**src/rtl/flappy_pkg.sv**
```systemverilog
// flappy_pkg: shared definitions for the flappy game-control stage.
// State encoding, frame-counter sizing and BCD helpers used by
// flappy_ctrl and bcd_inc4.
package flappy_pkg;

    // Game state encoding as seen by the renderer on the 2-bit state port
    typedef enum logic [1:0] {
        ST_IDLE  = 2'd0,
        ST_PLAY  = 2'd1,
        ST_PAUSE = 2'd2,
        ST_DEAD  = 2'd3
    } state_e;

    // Largest score the 4-digit BCD display can show
    localparam logic [15:0] BCD_MAX = 16'h9999;

    // Upper bound on any frame-counter width (cooldown, dead hold, repeat)
    localparam int FRAME_CNT_W_MAX = 16;

    // Width needed for a frame counter that must reach the largest of three limits
    function automatic int frame_cnt_width(input int a, input int b, input int c);
        int m;
        int w;
        m = a;
        if (b > m) m = b;
        if (c > m) m = c;
        w = 1;
        while (w < FRAME_CNT_W_MAX && (1 << w) <= m) w++;
        return w;
    endfunction

    // Unsigned max of two BCD words; BCD keeps numeric order under binary compare
    function automatic logic [15:0] bcd_max(input logic [15:0] a, input logic [15:0] b);
        return (a > b) ? a : b;
    endfunction

endpackage

```
**src/rtl/flappy_ctrl_bcd_inc4.sv**
```systemverilog
// bcd_inc4: combinational 4-digit BCD increment by one, saturating at 9999.
import flappy_pkg::*;

module bcd_inc4 (
    input  logic [15:0] val,
    output logic [15:0] inc
);

    logic       carry;
    logic [3:0] digit;

    // Ripple a +1 through the four digits, wrapping 9 to 0 with carry
    always_comb begin
        inc   = val;
        carry = 1'b1;
        digit = 4'd0;
        if (val != BCD_MAX) begin
            for (int i = 0; i < 4; i++) begin
                digit = val[i*4 +: 4];
                if (carry) begin
                    if (digit == 4'd9) begin
                        inc[i*4 +: 4] = 4'd0;
                        carry         = 1'b1;
                    end else begin
                        inc[i*4 +: 4] = digit + 4'd1;
                        carry         = 1'b0;
                    end
                end
            end
        end
    end

endmodule

```
**src/rtl/flappy_ctrl.sv**
```systemverilog
// flappy_ctrl: game-control FSM between the PS/2 key decoder and the
// physics/video side. Produces game state, flap and round-reset pulses
// and the current/best BCD scores.
// Optional feature: define FLAP_AUTOREPEAT_EN to get flap auto-repeat
// while the fly key is held in PLAY.
import flappy_pkg::*;

module flappy_ctrl #(
    parameter int FLAP_COOLDOWN = 4,
    parameter int DEAD_HOLD     = 60,
    parameter int REPEAT_FRAMES = 8
) (
    input  logic        clk25,
    input  logic        clr,
    input  logic        fly,
    input  logic        start,
    input  logic        ret,
    input  logic        frame_tick,
    input  logic        collide,
    input  logic        pass,
    output logic [1:0]  state,
    output logic        flap,
    output logic        game_rst,
    output logic [15:0] score,
    output logic [15:0] best
);

    // One counter width covers cooldown, dead hold and repeat counts
    localparam int CNT_W = frame_cnt_width(FLAP_COOLDOWN, DEAD_HOLD, REPEAT_FRAMES);
    localparam logic [CNT_W-1:0] COOL_LOAD = CNT_W'(FLAP_COOLDOWN);
    localparam logic [CNT_W-1:0] HOLD_MAX  = CNT_W'(DEAD_HOLD);

    state_e             state_q,      state_d;
    logic               flap_q,       flap_d;
    logic               game_rst_q,   game_rst_d;
    logic [15:0]        score_q,      score_d;
    logic [15:0]        best_q,       best_d;
    logic [CNT_W-1:0]   cool_q,       cool_d;
    logic [CNT_W-1:0]   hold_q,       hold_d;
    logic               prev_fly_q,   prev_fly_d;
    logic               prev_start_q, prev_start_d;
    logic               prev_ret_q,   prev_ret_d;

    logic               fly_rise;
    logic               start_rise;
    logic               ret_rise;
    logic [15:0]        score_inc;
    logic [15:0]        score_pass;

`ifdef FLAP_AUTOREPEAT_EN
    localparam logic [CNT_W-1:0] REP_MAX = CNT_W'(REPEAT_FRAMES);
    logic [CNT_W-1:0]   rep_q, rep_d;
    logic               rep_due;
`endif

    bcd_inc4 u_inc (
        .val (score_q),
        .inc (score_inc)
    );

    assign fly_rise   = fly   & ~prev_fly_q;
    assign start_rise = start & ~prev_start_q;
    assign ret_rise   = ret   & ~prev_ret_q;

    assign state    = state_q;
    assign flap     = flap_q;
    assign game_rst = game_rst_q;
    assign score    = score_q;
    assign best     = best_q;

    // Next-state logic for the game FSM, counters, scores and key history
    always_comb begin
        state_d      = state_q;
        flap_d       = 1'b0;
        game_rst_d   = 1'b0;
        score_d      = score_q;
        best_d       = best_q;
        cool_d       = cool_q;
        hold_d       = hold_q;
        prev_fly_d   = fly;
        prev_start_d = start;
        prev_ret_d   = ret;
        score_pass   = pass ? score_inc : score_q;
`ifdef FLAP_AUTOREPEAT_EN
        rep_d   = rep_q;
        rep_due = fly && frame_tick && (cool_q == '0) &&
                  (({1'b0, rep_q} + 1'b1) >= {1'b0, REP_MAX});
`endif

        case (state_q)
            ST_IDLE: begin
                if (start_rise) begin
                    state_d    = ST_PLAY;
                    game_rst_d = 1'b1;
                    score_d    = '0;
                    cool_d     = '0;
                    hold_d     = '0;
                end
            end

            ST_PLAY: begin
                score_d = score_pass;
                if (frame_tick && cool_q != '0)
                    cool_d = cool_q - 1'b1;
                if (collide) begin
                    state_d = ST_DEAD;
                    hold_d  = '0;
                    best_d  = bcd_max(best_q, score_pass);
                end else if (ret_rise) begin
                    state_d = ST_PAUSE;
                end else if (fly_rise) begin
                    if (cool_q == '0) begin
                        flap_d = 1'b1;
                        cool_d = COOL_LOAD;
                    end
`ifdef FLAP_AUTOREPEAT_EN
                end else if (rep_due) begin
                    flap_d = 1'b1;
                    cool_d = COOL_LOAD;
`endif
                end
            end

            ST_PAUSE: begin
                if (ret_rise || start_rise)
                    state_d = ST_PLAY;
            end

            ST_DEAD: begin
                if (frame_tick && hold_q != HOLD_MAX)
                    hold_d = hold_q + 1'b1;
                if (ret_rise) begin
                    state_d = ST_IDLE;
                end else if (start_rise && hold_q == HOLD_MAX) begin
                    state_d    = ST_PLAY;
                    game_rst_d = 1'b1;
                    score_d    = '0;
                    cool_d     = '0;
                end
            end

            default: state_d = ST_IDLE;
        endcase

`ifdef FLAP_AUTOREPEAT_EN
        if (!fly) begin
            rep_d = '0;
        end else if (state_q == ST_PLAY) begin
            if (flap_d)
                rep_d = '0;
            else if (frame_tick && rep_q != REP_MAX)
                rep_d = rep_q + 1'b1;
        end
`endif
    end

    // Register every state element; key history resets high to mask held keys
    always_ff @(posedge clk25) begin
        if (clr) begin
            state_q      <= ST_IDLE;
            flap_q       <= 1'b0;
            game_rst_q   <= 1'b0;
            score_q      <= '0;
            best_q       <= '0;
            cool_q       <= '0;
            hold_q       <= '0;
            prev_fly_q   <= 1'b1;
            prev_start_q <= 1'b1;
            prev_ret_q   <= 1'b1;
        end else begin
            state_q      <= state_d;
            flap_q       <= flap_d;
            game_rst_q   <= game_rst_d;
            score_q      <= score_d;
            best_q       <= best_d;
            cool_q       <= cool_d;
            hold_q       <= hold_d;
            prev_fly_q   <= prev_fly_d;
            prev_start_q <= prev_start_d;
            prev_ret_q   <= prev_ret_d;
        end
    end

`ifdef FLAP_AUTOREPEAT_EN
    // Frame-tick counter since the last flap while fly is held
    always_ff @(posedge clk25) begin
        if (clr)
            rep_q <= '0;
        else
            rep_q <= rep_d;
    end
`endif

endmodule
```
**config.mk**
```make
export PLATFORM = sky130hd
export DESIGN_NAME = flappy_ctrl
export DESIGN_NICKNAME = d
export VERILOG_FILES = /design/src/rtl/flappy_pkg.sv /design/src/rtl/flappy_ctrl_bcd_inc4.sv /design/src/rtl/flappy_ctrl.sv
export SDC_FILE = /design/constraint.sdc
export NUM_CORES = 1
export LEC_CHECK = 0
export CAP_MARGIN = 5
export CORE_UTILIZATION = 50
export DETAILED_ROUTE_END_ITERATION = 10
export PLACE_DENSITY_LB_ADDON = 0.05
export SLEW_MARGIN = 40
export SYNTH_ARGS = -nofsm -noshare
export SYNTH_HDL_FRONTEND = slang
export SYNTH_HIERARCHICAL = 1
export SYNTH_SLANG_ARGS = --single-unit
```
**constraint.sdc**
```tcl
create_clock -name clk25 -period 3.2 [get_ports clk25]
set_input_delay 0.64 -clock clk25 [delete_from_list [all_inputs] [get_ports clk25]]
set_output_delay 0.64 -clock clk25 [all_outputs]
set_load 0.02 [all_outputs]
```
==> flow_summary.yaml, run 1 <==
floorplan:
  core_area_um2: 5991
  die_w_um: 81.32
  die_y_um: 81.32
  rows: 28
  start_util_pct: 52.51
  ios: 44
  dieArea_um2: 6612
placement:
  portBuffers: 43
  hpwl_um: 6253
  place.gp.congestion: 0.8584
  dpl_worst_slack_ns: -0.2671
sta:
  final.min_clock_period_ns: 3.297
  post-route-period-util_pct: 103.0
  slew_viol_final: 0
  relSlewSlack_pct: 53.25
  setup-violations-final: 16
  tns_ns: -0.8591
  fmax_ghz: 0.3033
  finalHoldViolations: 0
  rsz0062_at_grt: "true"
  tightestPinTransition_ns: 0.7012
  fin_skew_ns: 0.01306
  setup_slack_ns: -0.09730
worst_setup_path:
  worstRegToRegCells: 14
  path_class: "register to register"
  reg2reg_slack_ns: -0.1
  crit_fanout: 6
  cpPeakStageDelay_ns: 0.47
  critical_path_arrival_ns: 3.53
  r2r-end: "best[1]"
  crit_chain: "nand4bb_4 -> buf_6 -> nor3_4 -> nand4_1 -> xnor2_1 -> mux2i_1 -> ha_1 -> nand4_1 -> or4_4 -> a21oi_2 -> nor3_2 -> or2_4 -> buf_6 -> a211oi_2"
  rr_startpoint: "score[2]"
  cp-end-kind: "register"
  critPathLaunchType: "register"
  path_depth: 14
  worstPathRequired_ns: 3.44
  critPathBufInv: 2
  cp_slowest_cell: "or4_4"
  critPathTopFamily: "simple AND/OR/NAND/NOR gates"
logic_synthesis:
  ys.flop_type: "dfxtp_1"
  postSynthNetCount: 399
  syn_area_um2: 3146
  async_flop_share_pct: 0
  ys_seq_area_share_pct: 32.46
  ys_seq_elements: 51
  synthCells: 366
  yosysWarningCount: 6
  synth_area_per_cell_um2: 8.594
  synth_edf_count: 0
  ys_types: 60
cells_and_area:
  nets: 485
  layout_commonest_cell: "buf_4"
  area.growth.synth_to_final_pct: 35.20
  final_cell_mix: "buf_4, clkdlybuf4s50_1, nor2_1, dfxtp_1, a21oi_1"
  drive_gt1_share_pct: 25.61
  multi_input_area_um2: 2093
  n_antenna_cell: 0
  final_util_pct: 70.99
  fillers: 485
  seq_area_um2: 1047
drt:
  drt-total-wl_um: 8333
  dr_total_vias: 3067
  drt_pre_antenna_iters: 4
  ant_nets: 0
  wl_per_cell_um: 15.78
  remaining_drc_errors: 0
  drt-initial-drc-count: 189
  viasPerCell: 5.809
clock_network:
  htreeDepth: 2
  clk_latency_ns: 0.31
  cts_tree: "yes"
  cts_root_buffer: "clkbuf_8"
  numCtsBuffers: 5
  path_clk_slew_ns: 0.10
  clock_path_buffers: 2
  cts_num_sinks: 51
global_route:
  overflow: 0
  grt_max_degree: 26
  antenna_found_initial: 0
  grt_pass1_vias: 2923
  grt_util_all_layers_pct: 27.13
  grt_pass1_wl_um: 13680
min_path:
  hold_path.class: "register to register"
  min_delay_path_depth: 2
  whs_endpoint: "best[0]"
  hp-start: "best[0]"
run_status:
  violations: "negative setup slack"
  outcome: "finished with violations"
pwr:
  ir_drop_uv: 439.6
  p_leak_nw: 1.577
  power_mw: 2.115
  powerDensity_nw_per_um2: 497.3
flow_run:
  cap_viol_max_count: 0
==> worst max-delay path by stage <==
stage          slack [ns]  startpoint      end
2_1_floorplan      -0.005    score[1]  best[0]
3_3_place_gp        -0.11        pass  best[4]
3_5_place_dp        -0.27        pass  best[3]
4_1_cts             -0.07    score[2]  best[3]
5_1_grt             -0.29    score[2]  best[1]
6_report             -0.1    score[2]  best[1]
==> synth_stat cells, types with 2 or more instances <==
| master | instances | area, um^2 |
|---|---|---|
| a211oi_1 | 6 | 45.04 |
| a211oi_2 | 9 | 112.6 |
| a21o_1 | 2 | 15.01 |
| a21oi_1 | 37 | 185.2 |
| a31oi_1 | 5 | 31.28 |
| buf_2 | 3 | 15.01 |
| clkbuf_1 | 12 | 45.04 |
| dfxtp_1 | 51 | 1021 |
| ha_1 | 25 | 312.8 |
| inv_1 | 13 | 48.80 |
| mux2_2 | 4 | 45.04 |
| mux2i_1 | 18 | 180.2 |
| nand2_1 | 18 | 67.56 |
| nand2b_1 | 2 | 12.51 |
| nand3_1 | 9 | 45.04 |
| nand3b_1 | 2 | 15.01 |
| nand4_1 | 6 | 37.54 |
| nand4bb_1 | 2 | 22.52 |
| nor2_1 | 39 | 146.4 |
| nor2b_1 | 2 | 12.51 |
| nor3_1 | 35 | 175.2 |
| nor3_4 | 2 | 32.53 |
| nor4_1 | 4 | 25.02 |
| o21a_1 | 3 | 22.52 |
| o21ai_0 | 10 | 50.05 |
| o31ai_1 | 2 | 15.01 |
| or2_2 | 3 | 18.77 |
| or3_1 | 3 | 18.77 |
| xnor2_1 | 6 | 52.55 |
| xor2_1 | 3 | 26.28 |
==> sequential cells by signal, indices dropped and copies added (netlist names) <==
signal,flops
best,16
cool_q,6
flap,1
game_rst,1
hold_q,6
prev_fly_q,1
prev_ret_q,1
prev_start_q,1
score,16
state,2
==> layout make-up <==
| type | instances | area share, % |
|---|---|---|
| repair buffers | 96 | 20.09 |
| clock buffers | 6 | 1.706 |
| multi-input cells | 284 | 49.22 |
| flip-flops and latches | 51 | 24.62 |
| well taps | 75 | 2.207 |
| clock inverters | 2 | 0.9120 |
| inverters | 14 | 1.236 |
==> stage by stage <==
| stage | instances | hold WS [ns] | instance area [um^2] |
|---|---|---|---|
| after floorplan | 366 | 0.4581 | 3233 |
| after global placement | 511 | 0.4697 | 4008 |
| after detailed placement | 511 | 0.4773 | 4008 |
| after CTS | 525 | 0.4916 | 4202 |
| after global routing | 528 | 0.5206 | 4253 |
| final | 528 | 0.4882 | 4253 |
==> routing by layer <==
layer	vias up	part of all wire (%)	global-route usage, %
li1	1519	-	-
met5	-	0	0
met3	18	3.2	4.382
met1	1469	44	32.08
met2	61	51	48.67
met4	0	2.3	10.00
==> tightest hold or removal path, cell delays in order, from the launching register on <==
cell and delay, ns:
dfxtp_1 0.34, nand2_1 0.06, mux2i_1 0.05
==> kinds of logic (layout without fill, tap and decap cells) <==
family | after synthesis | after routing | synth area share, %
buf+inv | 31 | 118 | 4.415
flops | 51 | 51 | 32.46
mux | 23 | 23 | 7.637
simple gates | 137 | 137 | 23.55
xor+xnor | 9 | 9 | 2.506
compound gates | 90 | 90 | 19.49
fa+ha+maj | 25 | 25 | 9.944
==> where the power goes <==
group | total (mW) | leakage (nW) | internal, mW | switching, mW
logic | 0.920 | 1.10 | 0.374 | 0.546
registers | 0.735 | 0.421 | 0.682 | 0.0534
clock network | 0.460 | 0.0558 | 0.237 | 0.223
total | 2.11 | 1.58 | 1.29 | 0.823
==> what timing repair did <==
item / CTS / global route
hold buffers: 0 / 0
hold endpoints to repair: 0 / 0
setup endpoints to repair: 16 / 16
buffers inserted: 5 / 3
gates cloned: 1 / 0
gates resized for setup: 10 / 7
pin swaps: 14 / 3
(Power assumes the default switching activity.)
==> inputs of run 2 (changes only) <==
--- a/config.mk
+++ b/config.mk
@@ -6,7 +6,10 @@
 export NUM_CORES = 1
 export LEC_CHECK = 0
 export CAP_MARGIN = 5
-export CORE_UTILIZATION = 50
+export CELL_PAD_IN_SITES_DETAIL_PLACEMENT = 2
+export CELL_PAD_IN_SITES_GLOBAL_PLACEMENT = 2
+export CORE_UTILIZATION = 30
+export CTS_CLUSTER_DIAMETER = 80
 export DETAILED_ROUTE_END_ITERATION = 10
 export PLACE_DENSITY_LB_ADDON = 0.05
 export SLEW_MARGIN = 40
==> flow_summary.yaml, run 2 (synthesized netlist as in run 1, its figures left out) <==
run_status:
  outcome: "finished with violations"
  violations: "negative setup slack"
cells_and_area:
  drive_gt1_share_pct: 28.21
  final_area_um2: 4501
  layout_commonest_cell: "buf_4"
  area.growth.synth_to_final_pct: 43.08
  final_cells: 604
  n_antenna_cell: 0
  final_cell_mix: "buf_4, clkdlybuf4s50_1, nor2_1, dfxtp_1, a21oi_1"
  final_util_pct: 43.99
  nets: 500
floorplan:
  rows: 37
  start_util_pct: 30.74
  dieArea_um2: 10900
  core_area_um2: 10230
  ios: 44
  die_y_um: 104.4
  die_w_um: 104.4
global_route:
  grt_max_degree: 34
  antenna_found_initial: 0
  grt_pass1_vias: 3708
  grt_pass1_wl_um: 19970
  grt_util_all_layers_pct: 23.62
  overflow: 0
placement:
  portBuffers: 43
  place_inst: 576
  placedInstanceArea_um2: 4126
  dpl_worst_slack_ns: -0.3371
  hpwl_um: 8415
  place.gp.congestion: 0.7634
pwr:
  ir_drop_uv: 247.8
  p_leak_nw: 1.668
  powerDensity_nw_per_um2: 500.8
  power_mw: 2.254
worst_setup_path:
  crit_fanout: 8
  worstPathRequired_ns: 3.44
  critical_path_arrival_ns: 3.82
  critPathTopFamily: "simple AND/OR/NAND/NOR gates"
  cpPeakStageDelay_ns: 0.59
  cp_slowest_cell: "or4_4"
  critPathBufInv: 1
  crit_chain: "nand4bb_4 -> nor2_4 -> a31oi_1 -> a311oi_1 -> mux2i_1 -> ha_1 -> nand4_1 -> or4_4 -> a21oi_4 -> nor3_4 -> or2_4 -> buf_12 -> a211oi_4"
  path_class: "register to register"
  cp-end-kind: "register"
  critPathLaunchType: "register"
sta:
  relSlewSlack_pct: 63.73
  fin_worst_hold_slack_ns: 0.5020
  fin_skew_ns: 0.01098
  tightestPinTransition_ns: 0.5391
  final.min_clock_period_ns: 3.585
  post-route-period-util_pct: 112.0
  setup_slack_ns: -0.3850
  fmax_ghz: 0.2789
  rsz0062_at_grt: "true"
  finalHoldViolations: 0
  slew_viol_final: 0
  setup-violations-final: 16
  tns_ns: -5.223
min_path:
  hold_path.class: "register to register"
clock_network:
  cts_hold_buffers: 0
  numCtsBuffers: 5
  clk_latency_ns: 0.32
  cts_root_buffer: "clkbuf_8"
  htreeDepth: 2
  cts_num_sinks: 51
  path_clk_slew_ns: 0.11
  cts_tree: "yes"
  clock_path_buffers: 2
flow_run:
  cap_viol_max_count: 0
drt:
  dr_total_vias: 3235
  ant_nets: 0
  drt_pre_antenna_iters: 4
  drt-total-wl_um: 12050
  viasPerCell: 5.356
  wl_per_cell_um: 19.95
  drt-initial-drc-count: 63
  remaining_drc_errors: 0
-- run 2: layout make-up --
class | count | area (um^2)
well taps | 136 | 170.2
repair buffers | 111 | 999.7
clock buffers | 6 | 93.84
multi-input cells | 284 | 2122
fillers | 1148 | 5731
clock inverters | 2 | 15.01
inverters | 14 | 52.55
flip-flops and latches | 51 | 1047
-- run 2: power by group --
group          switching [mW]  internal [mW]
combinational           0.638          0.421
clock                   0.250          0.206
sequential             0.0574          0.682
-- run 2: final timing paths --
check | from | end | slack [ns] | depth (start not counted)
worst max register to register | score[1] | best[5] | -0.38 | 13
worst max-delay path | score[1] | best[5] | -0.38 | 13
worst min-delay path | best[0] | best[0] | 0.50 | 2
worst min register to register | best[0] | best[0] | 0.50 | 2
-- run 2: timing repair --
action | 4_1_cts | 5_1_grt
resized for setup | 21 | 5
cloned | 1 | 1
setup endpoints to repair | 16 | 17
buffers inserted | 19 | 3
pin swaps | 27 | 8
-- run 2: worst reg2reg max path: cells and delay by family, from the launching register on --
kind            cells  cell delay [ns]
simple gates        6             1.63
compound gates      4             0.80
flops               1             0.36
fa+ha+maj           1             0.36
mux                 1             0.20
buf+inv             1             0.16
-- run 2: routing by layer --
metal / wire length (um) / share of wire, % / track usage [%] / vias to the layer above
li1: - / - / - / 1538
met5: 0 / 0 / 0 / -
met4: 432 / 3.6 / 10.71 / 0
met1: 4903 / 41 / 25.48 / 1615
met2: 6485 / 54 / 45.03 / 53
met3: 227 / 1.9 / 3.258 / 29
==> inputs of run 3 (changes only) <==
--- a/config.mk
+++ b/config.mk
@@ -8,6 +8,7 @@
 export CAP_MARGIN = 5
 export CELL_PAD_IN_SITES_DETAIL_PLACEMENT = 2
 export CELL_PAD_IN_SITES_GLOBAL_PLACEMENT = 2
+export CORE_MARGIN = 2
 export CORE_UTILIZATION = 30
 export CTS_CLUSTER_DIAMETER = 80
 export DETAILED_ROUTE_END_ITERATION = 10
==> flow_summary.yaml, run 3 (synthesized netlist as in run 1, its figures left out) <==
sta:
  tns_ns: -1.281
  setup-violations-final: 16
  rsz0062_at_grt: "true"
  finalHoldViolations: 0
  fmax_ghz: 0.3009
  setup_slack_ns: -0.1238
  slew_viol_final: 0
  fin_skew_ns: 0.007061
  fin_worst_hold_slack_ns: 0.5002
  tightestPinTransition_ns: 0.6869
  final.min_clock_period_ns: 3.324
  post-route-period-util_pct: 103.9
  relSlewSlack_pct: 54.21
pwr:
  powerDensity_nw_per_um2: 484.6
  power_switching_mw: 0.8764
  ir_drop_uv: 278.7
  power.internal_mw: 1.243
  switching_share_pct: 41.35
  power_frac_comb_pct: 46.9
  power_mw: 2.120
  pwr-share-clk_pct: 18.3
  p_leak_nw: 1.601
  seqPwrFrac_pct: 34.8
min_path:
  hold_path.class: "register to register"
  whs_endpoint: "best[0]"
  min_delay_path_depth: 2
  hp-start: "best[0]"
worst_setup_path:
  reg2reg_slack_ns: -0.12
  rr_startpoint: "score[6]"
  worstRegToRegCells: 14
  crit_fanout: 5
  r2r-end: "best[11]"
  worstPathRequired_ns: 3.44
  path_class: "register to register"
  critPathLaunchType: "register"
  cp-end-kind: "register"
  critical_path_arrival_ns: 3.56
drt:
  remaining_drc_errors: 0
  wl_per_cell_um: 18.35
  viasPerCell: 5.337
  ant_nets: 0
  drt-initial-drc-count: 52
  drt-total-wl_um: 10900
  drt_pre_antenna_iters: 4
  dr_total_vias: 3170
global_route:
  grt_max_degree: 31
  grt_pass1_vias: 3428
  antenna_found_initial: 0
  overflow: 0
  grt_util_all_layers_pct: 20.20
  grt_pass1_wl_um: 17960
floorplan:
  ios: 44
  die_w_um: 106.4
  dieArea_um2: 11320
  rows: 37
  die_y_um: 106.4
  start_util_pct: 30.74
  core_area_um2: 10230
cells_and_area:
  layout_commonest_cell: "buf_4"
  multi_input_area_um2: 2131
  final_cells: 594
  final_area_um2: 4374
  nets: 490
  seq_area_um2: 1047
  n_antenna_cell: 0
  area.growth.synth_to_final_pct: 39.06
  fillers: 1137
  final_cell_mix: "buf_4, clkdlybuf4s50_1, nor2_1, dfxtp_1, a21oi_1"
  drive_gt1_share_pct: 26.42
flow_run:
  cap_viol_max_count: 0
clock_network:
  clk_latency_ns: 0.32
  cts_hold_buffers: 0
  path_clk_slew_ns: 0.10
  cts_root_buffer: "clkbuf_8"
  htreeDepth: 2
  clock_path_buffers: 2
  numCtsBuffers: 5
  cts_tree: "yes"
  cts_num_sinks: 51
placement:
  hpwl_um: 8530
  place.gp.congestion: 0.8050
  placedInstanceArea_um2: 4167
  portBuffers: 43
  place_inst: 583
run_status:
  violations: "negative setup slack"
  outcome: "finished with violations"
[run 3: changes by cell type in the layout (fill, tap and decap cells not counted), sizes merged]
cell    delta
inv        -2
clkinv     +1
buf        -9
[run 3: through the flow]
stage | setup WS [ns] | utilization (%)
6_report | -0.1238 | 42.75
3_3_place_gp | -0.1543 | 40.72
5_1_grt | -0.2508 | 42.75
4_1_cts | -0.2198 | 42.53
2_1_floorplan | -0.005264 | -
3_5_place_dp | -0.2990 | 40.72
[run 3: layout make-up]
type	instances	area share [%]
sequential	51	23.94
tap	136	3.890
clock buffer	7	1.745
timing repair buffer	101	20.39
inverter	14	1.201
multi-input combinational	284	48.71
clock inverter	1	0.1144
[run 3: worst max-delay path by stage]
| stage | start | endpoint | slack, ns |
|---|---|---|---|
| floorplan | score[1] | best[0] | -0.005 |
| global placement | pass | best[15] | -0.15 |
| detailed placement | pass | best[2] | -0.30 |
| CTS | score[2] | best[3] | -0.22 |
| global route | score[6] | best[15] | -0.25 |
| finish | score[6] | best[11] | -0.12 |
[run 3: layer usage]
| metal | vias to the layer above | track usage, % | share of wire, % | wire length [um] |
|---|---|---|---|---|
| met5 | - | 0 | 0 | 0 |
| met4 | 0 | 4.981 | 2.2 | 244 |
| met3 | 17 | 3.004 | 2.2 | 241 |
| met2 | 42 | 38.87 | 54 | 5875 |
| met1 | 1590 | 23.09 | 42 | 4539 |
| li1 | 1521 | - | - | - |
[run 3: power by group through the flow]
stage          Clock [mW]  Sequential, mW  Combinational [mW]
2_1_floorplan           0           0.787               0.566
3_3_place_gp            0           0.751               0.893
3_5_place_dp            0           0.754               0.921
4_1_cts             0.402           0.740               0.993
5_1_grt             0.427           0.749                1.09
6_report            0.388           0.738               0.993
[run 3: critical path, stage by stage (launching register included)]
cell and delay, ns:
dfxtp_4 0.35, nand4bb_4 0.26, nor3_4 0.29, buf_4 0.16
nand2_2 0.05, mux2_4 0.30, mux2i_4 0.22, ha_4 0.16
nand4_1 0.13, or4_4 0.47, a21oi_4 0.16, nor3_4 0.07
or2_4 0.26, buf_6 0.14, a211oi_2 0.22
[run 3: repair_timing]
action | 4_1_cts | 5_1_grt
pin swaps | 9 | 19
gates resized for setup | 14 | 5
endpoints found under the setup margin | 16 | 16
setup buffers | 4 | 0
